### config.mk
export PLATFORM = sky130hd
export DESIGN_NAME = lcd_refresh_ctrl
export DESIGN_NICKNAME = d
export VERILOG_FILES = /design/src/rtl/lcd_refresh_ctrl.sv
export SDC_FILE = /design/constraint.sdc
export NUM_CORES = 1
export LEC_CHECK = 0
export ABC_AREA = 1
export CAP_MARGIN = 20
export CORE_ASPECT_RATIO = 0.6
export CORE_MARGIN = 2
export CORE_UTILIZATION = 62
export DETAILED_ROUTE_END_ITERATION = 6
export HOLD_SLACK_MARGIN = 0.15
export PLACE_DENSITY = 0.81
export RECOVER_POWER = 100
export SYNTH_ARGS = -nofsm -noshare
export SYNTH_HDL_FRONTEND = slang
export SYNTH_SLANG_ARGS = --single-unit
### constraint.sdc
create_clock -name clk -period 3.6 [get_ports clk]
set_input_delay 0.72 -clock clk [delete_from_list [all_inputs] [get_ports clk]]
set_output_delay 0.72 -clock clk [all_outputs]
set_load 0.01 [all_outputs]
### src/rtl/lcd_refresh_ctrl.sv
// lcd_refresh_ctrl: sweeps the command_lookup character buffer and mirrors it onto an
// HD44780-compatible 2x16 LCD (8-bit, write-only). It runs the power-on init sequence,
// then repeatedly writes the DDRAM address commands and the characters of each frame.
//
// Handshake: there is no valid/ready pair on this block. buffer_ready is a level
// qualifier sampled in IDLE (start a frame) and at the end of every byte write
// (continue or abort). data_in is treated as valid LOOKUP_LAT cycles after sel
// changes and is sampled only in the FETCH capture cycle.
module lcd_refresh_ctrl #(
    parameter int unsigned NUM_CHARS      = 32,
    parameter int unsigned CHARS_PER_LINE = 16,
    parameter int unsigned LOOKUP_LAT     = 1,
    parameter int unsigned PWR_ON_CYCLES  = 1500000,
    parameter int unsigned E_PULSE_CYCLES = 50,
    parameter int unsigned CMD_CYCLES     = 4000,
    parameter int unsigned CLEAR_CYCLES   = 160000
) (
    input  logic       clk,
    input  logic       rst,
    input  logic       buffer_ready,
    input  logic [7:0] data_in,
    output logic [5:0] sel,
    output logic       lcd_rs,
    output logic       lcd_rw,
    output logic       lcd_e,
    output logic [7:0] lcd_db,
    output logic       init_done,
    output logic       frame_done
);

    // Top-level sequencing states
    localparam logic [2:0] S_PWR_WAIT = 3'd0;
    localparam logic [2:0] S_INIT     = 3'd1;
    localparam logic [2:0] S_IDLE     = 3'd2;
    localparam logic [2:0] S_ADDR     = 3'd3;
    localparam logic [2:0] S_FETCH    = 3'd4;
    localparam logic [2:0] S_WRITE    = 3'd5;

    // Phases of a single byte write on the LCD bus
    localparam logic [1:0] WP_SETUP = 2'd0;
    localparam logic [1:0] WP_EHIGH = 2'd1;
    localparam logic [1:0] WP_HOLD  = 2'd2;
    localparam logic [1:0] WP_WAIT  = 2'd3;

    localparam logic [5:0]  LAST_IDX  = 6'(NUM_CHARS - 1);
    localparam logic [5:0]  LINE2_IDX = 6'(CHARS_PER_LINE);
    localparam logic [31:0] PWR_LAST  = 32'(PWR_ON_CYCLES - 1);
    localparam logic [31:0] E_LAST    = 32'(E_PULSE_CYCLES - 1);
    localparam logic [31:0] CMD_LAST  = 32'(CMD_CYCLES - 1);
    localparam logic [31:0] CLR_LAST  = 32'(CLEAR_CYCLES - 1);
    localparam logic [31:0] LAT_LAST  = 32'(LOOKUP_LAT);

    logic [2:0]  state, state_n;
    logic [1:0]  init_step, init_step_n;
    logic [5:0]  idx, idx_n;
    logic [31:0] cnt, cnt_n;
    logic [5:0]  sel_n;
    logic        rs_n;
    logic [7:0]  db_n;
    logic        init_done_n;
    logic        frame_done_n;
    logic        start;

    logic        wr_busy;
    logic [1:0]  wr_phase;
    logic [31:0] wr_cnt;
    logic        wr_clear;
    logic        wr_done;
    logic [31:0] wait_last;

    // Init command bytes in issue order: function set, display on, entry mode, clear
    function automatic logic [7:0] init_cmd(input logic [1:0] step);
        case (step)
            2'd0:    init_cmd = 8'h38;
            2'd1:    init_cmd = 8'h0C;
            2'd2:    init_cmd = 8'h06;
            default: init_cmd = 8'h01;
        endcase
    endfunction

    // Non-printable characters are shown as a space
    function automatic logic [7:0] printable(input logic [7:0] c);
        printable = (c < 8'h20 || c > 8'h7E) ? 8'h20 : c;
    endfunction

    assign lcd_rw    = 1'b0;
    assign wait_last = wr_clear ? CLR_LAST : CMD_LAST;
    // Last cycle of the post-write wait; the sequencer may launch the next byte here
    assign wr_done   = wr_busy && (wr_phase == WP_WAIT) && (wr_cnt == wait_last);

    // Byte write engine: SETUP -> E high -> HOLD -> settle wait, restartable back-to-back
    always_ff @(posedge clk or posedge rst) begin
        if (rst) begin
            wr_busy  <= 1'b0;
            wr_phase <= WP_SETUP;
            wr_cnt   <= '0;
            wr_clear <= 1'b0;
            lcd_e    <= 1'b0;
        end else if (start) begin
            wr_busy  <= 1'b1;
            wr_phase <= WP_SETUP;
            wr_cnt   <= '0;
            wr_clear <= !rs_n && (db_n == 8'h01);
            lcd_e    <= 1'b0;
        end else if (wr_busy) begin
            case (wr_phase)
                WP_SETUP: begin
                    wr_phase <= WP_EHIGH;
                    wr_cnt   <= '0;
                    lcd_e    <= 1'b1;
                end
                WP_EHIGH: begin
                    if (wr_cnt == E_LAST) begin
                        wr_phase <= WP_HOLD;
                        lcd_e    <= 1'b0;
                    end else begin
                        wr_cnt <= wr_cnt + 32'd1;
                    end
                end
                WP_HOLD: begin
                    wr_phase <= WP_WAIT;
                    wr_cnt   <= '0;
                end
                default: begin
                    if (wr_done) wr_busy <= 1'b0;
                    else         wr_cnt  <= wr_cnt + 32'd1;
                end
            endcase
        end
    end

    // Sequencer next-state: init, address commands, fetch and character writes.
    // lcd_db doubles as the captured character register (already sanitised).
    always_comb begin
        state_n      = state;
        init_step_n  = init_step;
        idx_n        = idx;
        cnt_n        = cnt;
        sel_n        = sel;
        rs_n         = lcd_rs;
        db_n         = lcd_db;
        init_done_n  = init_done;
        frame_done_n = 1'b0;
        start        = 1'b0;
        case (state)
            S_PWR_WAIT: begin
                if (cnt == PWR_LAST) begin
                    state_n     = S_INIT;
                    cnt_n       = '0;
                    init_step_n = 2'd0;
                    start       = 1'b1;
                    rs_n        = 1'b0;
                    db_n        = init_cmd(2'd0);
                end else begin
                    cnt_n = cnt + 32'd1;
                end
            end
            S_INIT: begin
                if (wr_done) begin
                    if (init_step == 2'd3) begin
                        init_done_n = 1'b1;
                        state_n     = S_IDLE;
                    end else begin
                        init_step_n = init_step + 2'd1;
                        start       = 1'b1;
                        rs_n        = 1'b0;
                        db_n        = init_cmd(init_step + 2'd1);
                    end
                end
            end
            S_IDLE: begin
                sel_n = '0;
                if (buffer_ready) begin
                    state_n = S_ADDR;
                    idx_n   = '0;
                    start   = 1'b1;
                    rs_n    = 1'b0;
                    db_n    = 8'h80;
                end
            end
            S_ADDR: begin
                if (wr_done) begin
                    if (!buffer_ready) begin
                        state_n = S_IDLE;
                    end else begin
                        state_n = S_FETCH;
                        sel_n   = idx;
                        cnt_n   = '0;
                    end
                end
            end
            S_FETCH: begin
                if (!buffer_ready) begin
                    state_n = S_IDLE;
                end else if (cnt == LAT_LAST) begin
                    state_n = S_WRITE;
                    start   = 1'b1;
                    rs_n    = 1'b1;
                    db_n    = printable(data_in);
                end else begin
                    cnt_n = cnt + 32'd1;
                end
            end
            S_WRITE: begin
                if (wr_done) begin
                    if (!buffer_ready) begin
                        state_n = S_IDLE;
                    end else if (idx == LAST_IDX) begin
                        frame_done_n = 1'b1;
                        state_n      = S_IDLE;
                    end else begin
                        idx_n = idx + 6'd1;
                        if (idx + 6'd1 == LINE2_IDX) begin
                            state_n = S_ADDR;
                            start   = 1'b1;
                            rs_n    = 1'b0;
                            db_n    = 8'hC0;
                        end else begin
                            state_n = S_FETCH;
                            sel_n   = idx + 6'd1;
                            cnt_n   = '0;
                        end
                    end
                end
            end
            default: state_n = S_PWR_WAIT;
        endcase
    end

    // Sequencer registers; async reset aborts any write in progress
    always_ff @(posedge clk or posedge rst) begin
        if (rst) begin
            state      <= S_PWR_WAIT;
            init_step  <= 2'd0;
            idx        <= '0;
            cnt        <= '0;
            sel        <= '0;
            lcd_rs     <= 1'b0;
            lcd_db     <= 8'h00;
            init_done  <= 1'b0;
            frame_done <= 1'b0;
        end else begin
            state      <= state_n;
            init_step  <= init_step_n;
            idx        <= idx_n;
            cnt        <= cnt_n;
            sel        <= sel_n;
            lcd_rs     <= rs_n;
            lcd_db     <= db_n;
            init_done  <= init_done_n;
            frame_done <= frame_done_n;
        end
    end

endmodule

==> flow_summary_export.csv, run 1 <==
group,metric,value,unit
grt,antenna_found_initial,0,
place,placed_cells,1123,
clocking,clk_path_buf_depth,2,
min_path,hp-class,"reg -> reg",
flow_run,max_cap_viol_count,0,
clocking,clk_pin_slew,0.07,ns
synthesis,yosys.area_share.simple,0.359,
finish,drive_above_1_share,0.0521,
power_and_ir_drop,leakage,3.29,nW
timing,rsz0062_at_grt,"no",
synthesis,synthMuxAreaShare,0,
routing,drtPass1Iterations,6,
finish,fillers,915,
timing,fmax,328,MHz
clocking,cts_hold_buf,0,
synthesis,syn_area,6630,sq um
synthesis,synthesis.nets,995,
routing,wl,19.0,mm
synthesis,ys_seq_area_frac,0.366,
finish,instances_no_fill,1138,
timing,fin_crit,3.05,ns
floorplan,io_pins,30,
synthesis,ys.flop_type,"dfrtp_1",
worst_setup_path,crit_fanout,30,
grt,grt_pass1_wl,31.1,mm
clocking,cts_tree,"built",
synthesis,ys_seq_elements,97,
routing,drcViolationCount,0,
power_and_ir_drop,ir_worst_vdd,0.401,mV
worst_setup_path,cp.arrival,3.31,ns
floorplan,start_util,0.632,
grt,grt_pass1_vias,6037,
worst_setup_path,path_class,"in -> reg",
routing,ant_nets,0,
timing,post-route-period-util,0.848,
timing,tns,0,ns
routing,vias,6828,
clocking,cts.repair.resized,0,
place,dp_hpwl,14.2,mm
clocking,cts_setup_buffers,0,
floorplan,die_x,138,um
synthesis,synth-xor-area-share,0.0277,
floorplan,coreArea,10500,sq um
floorplan,fp.dieArea,11600,sq um
floorplan,fp-row-count,29,
synthesis,synth_commonest_cells,"nand2_1 (217), nor2_1 (144), inv_1 (116), dfrtp_1 (97), nand3_1 (75)",
timing,slew-limit-headroom,0.296,
finish,nets,1019,
worst_setup_path,required,3.86,ns
synthesis,netlist_instances,971,
timing,hold_violations,0,
finish,multi_input_area,3570,sq um
synthesis,synth.most_common_cell,"nand2_1",
clocking,cts.sinks,97,
min_path,hold_depth,1,
routing,wire_per_inst,16.7,um
clocking,cts_buffers,9,
synthesis,ys_types,48,
timing,fin_skew,0.00800,ns
synthesis,synth_area_leaders,"dfrtp_1 (37%), nand2_1 (12%), nor2_1 (8.2%)",
synthesis,yosysTopAreaCellShare,0.366,
power_and_ir_drop,powerDensity,591,nW/um^2
synthesis,async_reset_ff_frac,1.00,
synthesis,synth_edf_count,0,
grt,track_usage,0.349,
place,place.gp.congestion,0.963,
clocking,root_buffer,"clkbuf_16",
worst_setup_path,reg2regPathDepth,15,
grt,overflow,0,
synthesis,synth.avg_cell_area,6.83,sq um
clocking,h-tree-depth,3,
grt,grt_max_degree,76,
timing,finalSetupViolCount,0,
clocking,clock_latency,0.35,ns
routing,vias_per_cell,6.00,
finish,seq_area,2430,sq um
finish,diodes,0,
worst_setup_path,end_kind,"flop",
timing,worst_slew_pin_slew,1.05,ns
synthesis,ys_warn_count,0,
floorplan,die_y,84.1,um
synthesis,synth_compound_area_frac,0.131,
synthesis,synth_top_family_by_area,"simple AND/OR/NAND/NOR gates",
synthesis,synth_adder_area_share,0.0245,
synthesis,yosys.area.top_type,"dfrtp_1",
run_status,status,"finished, final reports clean",
timing,final-max-slew-violation-count,0,
place,portBuffers,28,
finish,syn_to_final_growth,9.62,%
worst_setup_path,start_kind,"input pin",
routing,drt_iter0_markers,1007,
==> worst max-delay path, stage by stage <==
cell	delay, ns
dlygate4sd3_1	0.70
inv_1	0.24
nor2_1	0.14
nand2_1	0.10
nand3_1	0.07
a21oi_1	0.18
buf_4	0.35
nand3_1	0.48
o21ai_0	0.32
==> layer usage <==
layer | share of wire | vias up | track usage
met3 | 0.15 | 26 | 0.128
li1 | - | 3249 | -
met5 | 0 | - | 0
met1 | 0.50 | 3112 | 0.593
met4 | 0.012 | 0 | 0.0665
met2 | 0.35 | 441 | 0.405
==> layout by cell type, fill, tap and decap left out, types with 13 or more instances in the layout <==
| master | netlist | final |
|---|---|---|
| ha_1 | 13 | 13 |
| inv_1 | 116 | 116 |
| o21ai_0 | 44 | 52 |
| nand4_1 | 26 | 26 |
| dfrtp_1 | 97 | 97 |
| a21oi_1 | 50 | 51 |
| nor3_1 | 35 | 36 |
| nand3_1 | 75 | 75 |
| nand2_1 | 217 | 219 |
| nor2_1 | 144 | 145 |
| xor2_1 | 20 | 20 |
| dlygate4sd3_1 | 0 | 20 |
==> worst paths after layout <==
| kind | endpoint | slack [ns] | startpoint |
|---|---|---|---|
| worst max register to register | cnt[16] | 0.62 | wr_cnt[0] |
| worst max-delay path | wr_cnt[12] | 0.55 | buffer_ready |
| max in group asynchronous | lcd_db[6] | 1.01 | rst |
| min in group asynchronous | wr_cnt[4] | 1.01 | rst |
| worst min register to register | init_done | 0.50 | init_done |
| worst min-delay path | init_done | 0.50 | init_done |
==> power breakdown <==
part / internal, W / switching (W)
logic: 0.000572 / 0.00127
clock network: 0.000503 / 0.000428
registers: 0.00130 / 0.000218
total: 0.00237 / 0.00192
==> final cells by class <==
type / count / area share
flip-flops and latches: 97 / 0.334
clock buffers: 11 / 0.0348
repair buffers: 35 / 0.0453
multi-input cells: 724 / 0.492
well taps: 139 / 0.0239
clock inverters: 4 / 0.00396
inverters: 128 / 0.0663
==> sequential cells by signal, indices dropped and copies added (netlist names) <==
name	cells
state	3
sel	6
idx	6
cnt	32
frame_done	1
wr_busy	1
lcd_rs	1
wr_cnt	32
wr_clear	1
lcd_e	1
init_done	1
lcd_db	8
init_step	2
wr_phase	2
==> cell families after synthesis <==
family | count (synthesis)
simple gates | 535
buf+inv | 150
flops | 97
compound gates | 154
xor+xnor | 21
fa+ha+maj | 13
other cells | 1
==> through the flow <==
stage	hold slack, ns	area, sq um	total power, W	util	setup slack (ns)
finish	0.499	7270	0.00429	0.693	0.547
floorplan	0.468	6630	0.00283	-	0.346
CTS	0.503	7310	0.00428	0.697	0.714
global placement	0.479	7030	0.00331	0.670	0.504
global route	0.511	7270	0.00458	0.693	0.287
detailed placement	0.473	7030	0.00335	0.670	0.329
No activity file was read; power rests on OpenSTA's default activity.
==> run 2, diff against run 1 <==
Settings changed: CORE_UTILIZATION 62 to 56, PLACE_DENSITY 0.81 to 0.78.
Clock period 3.6 ns to 2.6 ns, I/O delays scaled along.
==> run 2 against run 1 <==
Sequential power rose by 37%. Non-clock buffer count rose by 37. Setup slack got worse by 0.47 ns. First-iteration DRC count fell by 0.20%. Count of clock-buffer cells in the layout did not move. Worst hold slack improved by 0.035 ns. Final cell count rose by 5.2%. Clock skew barely moved. Combinational power rose by 58%. Sequential cell count did not move. Design area rose by 6.6%. Critical path type is now reg -> reg.
==> flow_summary_export.csv, run 2 (synthesis results as in run 1) <==
group,metric,value,unit
clocking,clk_pin_slew,0.07,ns
floorplan,die_x,144,um
min_path,hp-class,"reg -> reg",
power_and_ir_drop,ir_worst_vdd,0.587,mV
grt,grt_pass1_vias,5953,
power_and_ir_drop,p_seq_frac,0.327,
finish,syn_to_final_growth,16.9,%
floorplan,coreArea,11400,sq um
timing,whs,0.535,ns
clocking,root_buffer,"clkbuf_16",
power_and_ir_drop,switching_share,0.437,
floorplan,io_pins,30,
clocking,cts_buffers,9,
routing,drtPass1Iterations,6,
power_and_ir_drop,power,0.00640,W
routing,drt_iter0_markers,1005,
routing,wire_per_inst,16.2,um
flow_run,max_cap_viol_count,0,
timing,worst_slew_pin_slew,1.20,ns
timing,fin_skew,0.00824,ns
finish,final_common_cell,"nand2_1",
worst_setup_path,cp.arrival,2.74,ns
power_and_ir_drop,combPwrFrac,0.456,
timing,slew-limit-headroom,0.194,
timing,final-max-slew-violation-count,0,
finish,nets,1056,
worst_setup_path,start_kind,"flop",
timing,fmax,397,MHz
finish,fin_util,0.679,
power_and_ir_drop,leakage,3.54,nW
routing,vias_per_cell,5.81,
timing,finalSetupViolCount,0,
finish,mostFrequentLayoutCells,"nand2_1 (217), nor2_1 (134), inv_1 (115), dfrtp_1 (97), nand3_1 (74)",
routing,ant_nets,0,
timing,tns,0,ns
worst_setup_path,end_kind,"flop",
place,dp_hpwl,15.1,mm
power_and_ir_drop,p_int,0.00360,W
grt,grt_max_degree,42,
timing,fin_crit,2.52,ns
worst_setup_path,required,2.82,ns
worst_setup_path,crit_fanout,4,
floorplan,die_y,88.3,um
floorplan,start_util,0.581,
timing,hold_violations,0,
clocking,cts_tree,"built",
grt,grt_pass1_wl,31.4,mm
finish,top_regs,"cnt x32, wr_cnt x32, lcd_db x8",
power_and_ir_drop,p_sw,0.00279,W
grt,antenna_found_initial,0,
timing,post-route-period-util,0.969,
clocking,clk_path_buf_depth,2,
floorplan,fp.dieArea,12800,sq um
power_and_ir_drop,powerDensity,825,nW/um^2
routing,drcViolationCount,0,
routing,wl,19.4,mm
worst_setup_path,path_class,"reg -> reg",
run_status,status,"finished, final reports clean",
place,portBuffers,28,
power_and_ir_drop,pwr-share-clk,0.217,
place,place.gp.congestion,0.997,
clocking,clock_latency,0.35,ns
finish,diodes,0,
routing,vias,6952,
finish,drive_above_1_share,0.108,
clocking,cts.sinks,97,
clocking,h-tree-depth,3,
grt,overflow,0,
grt,track_usage,0.320,
worst_setup_path,r2r_slack,0.08,ns
floorplan,fp-row-count,30,
clocking,cts_hold_buf,0,
run 2: final cells by class:
class	count	area, sq um
well taps	160	200
multi-input cells	724	3670
clock buffers	11	243
repair buffers	72	664
fillers	990	3660
flip-flops and latches	97	2430
clock inverters	5	62.6
inverters	128	487
run 2: path summary, 6_finish.rpt:
path                            depth (start not counted)       to    from
max in group asynchronous                               3   cnt[2]     rst
worst max register to register                         11  cnt[22]  cnt[1]
worst min-delay path                                    1   cnt[5]  cnt[5]
min in group asynchronous                               2   sel[1]     rst
worst max-delay path                                   11  cnt[22]  cnt[1]
worst min register to register                          1   cnt[5]  cnt[5]
run 2: per-layer routing:
metal  global-route usage  share of wire  vias up
li1                     -              -     3333
met1                0.550           0.51     3173
met2                0.371           0.34      436
met3                0.109           0.14       10
met4               0.0494         0.0050        0
met5                    0              0        -
run 2: critical path, stage by stage (launching register included):
cell and delay [ns]:
dfrtp_1 0.39, ha_1 0.20, nand2_1 0.10, nor2_2 0.24, inv_2 0.07, nor2_1 0.16, inv_1 0.13, or4_4 0.49
nor2_1 0.17, nand2_1 0.07, a21oi_1 0.23, a22oi_1 0.14
run 2: repair_timing:
action / 4_1_cts / 5_1_grt
buffers inserted: 0 / 2
endpoints found under the setup margin: 0 / 43
gates resized for setup: 0 / 22
run 2: stage by stage:
stage / cells / cell area (sq um) / setup WS [ns]
5_1_grt: 1197 / 7750 / -0.00762
3_5_place_dp: 1179 / 7370 / 0.112
4_1_cts: 1195 / 7670 / 0.0911
6_report: 1197 / 7750 / 0.0816
3_3_place_gp: 1179 / 7370 / 0.186
2_1_floorplan: 971 / 6630 / 0.600
run 2: power groups by stage:
stage	combinational, W	clock, W	sequential [W]
final	0.00292	0.00139	0.00209
after global routing	0.00321	0.00146	0.00213
after CTS	0.00277	0.00140	0.00208
after detailed placement	0.00275	0	0.00211
after global placement	0.00270	0	0.00210
after floorplan	0.00185	0	0.00206
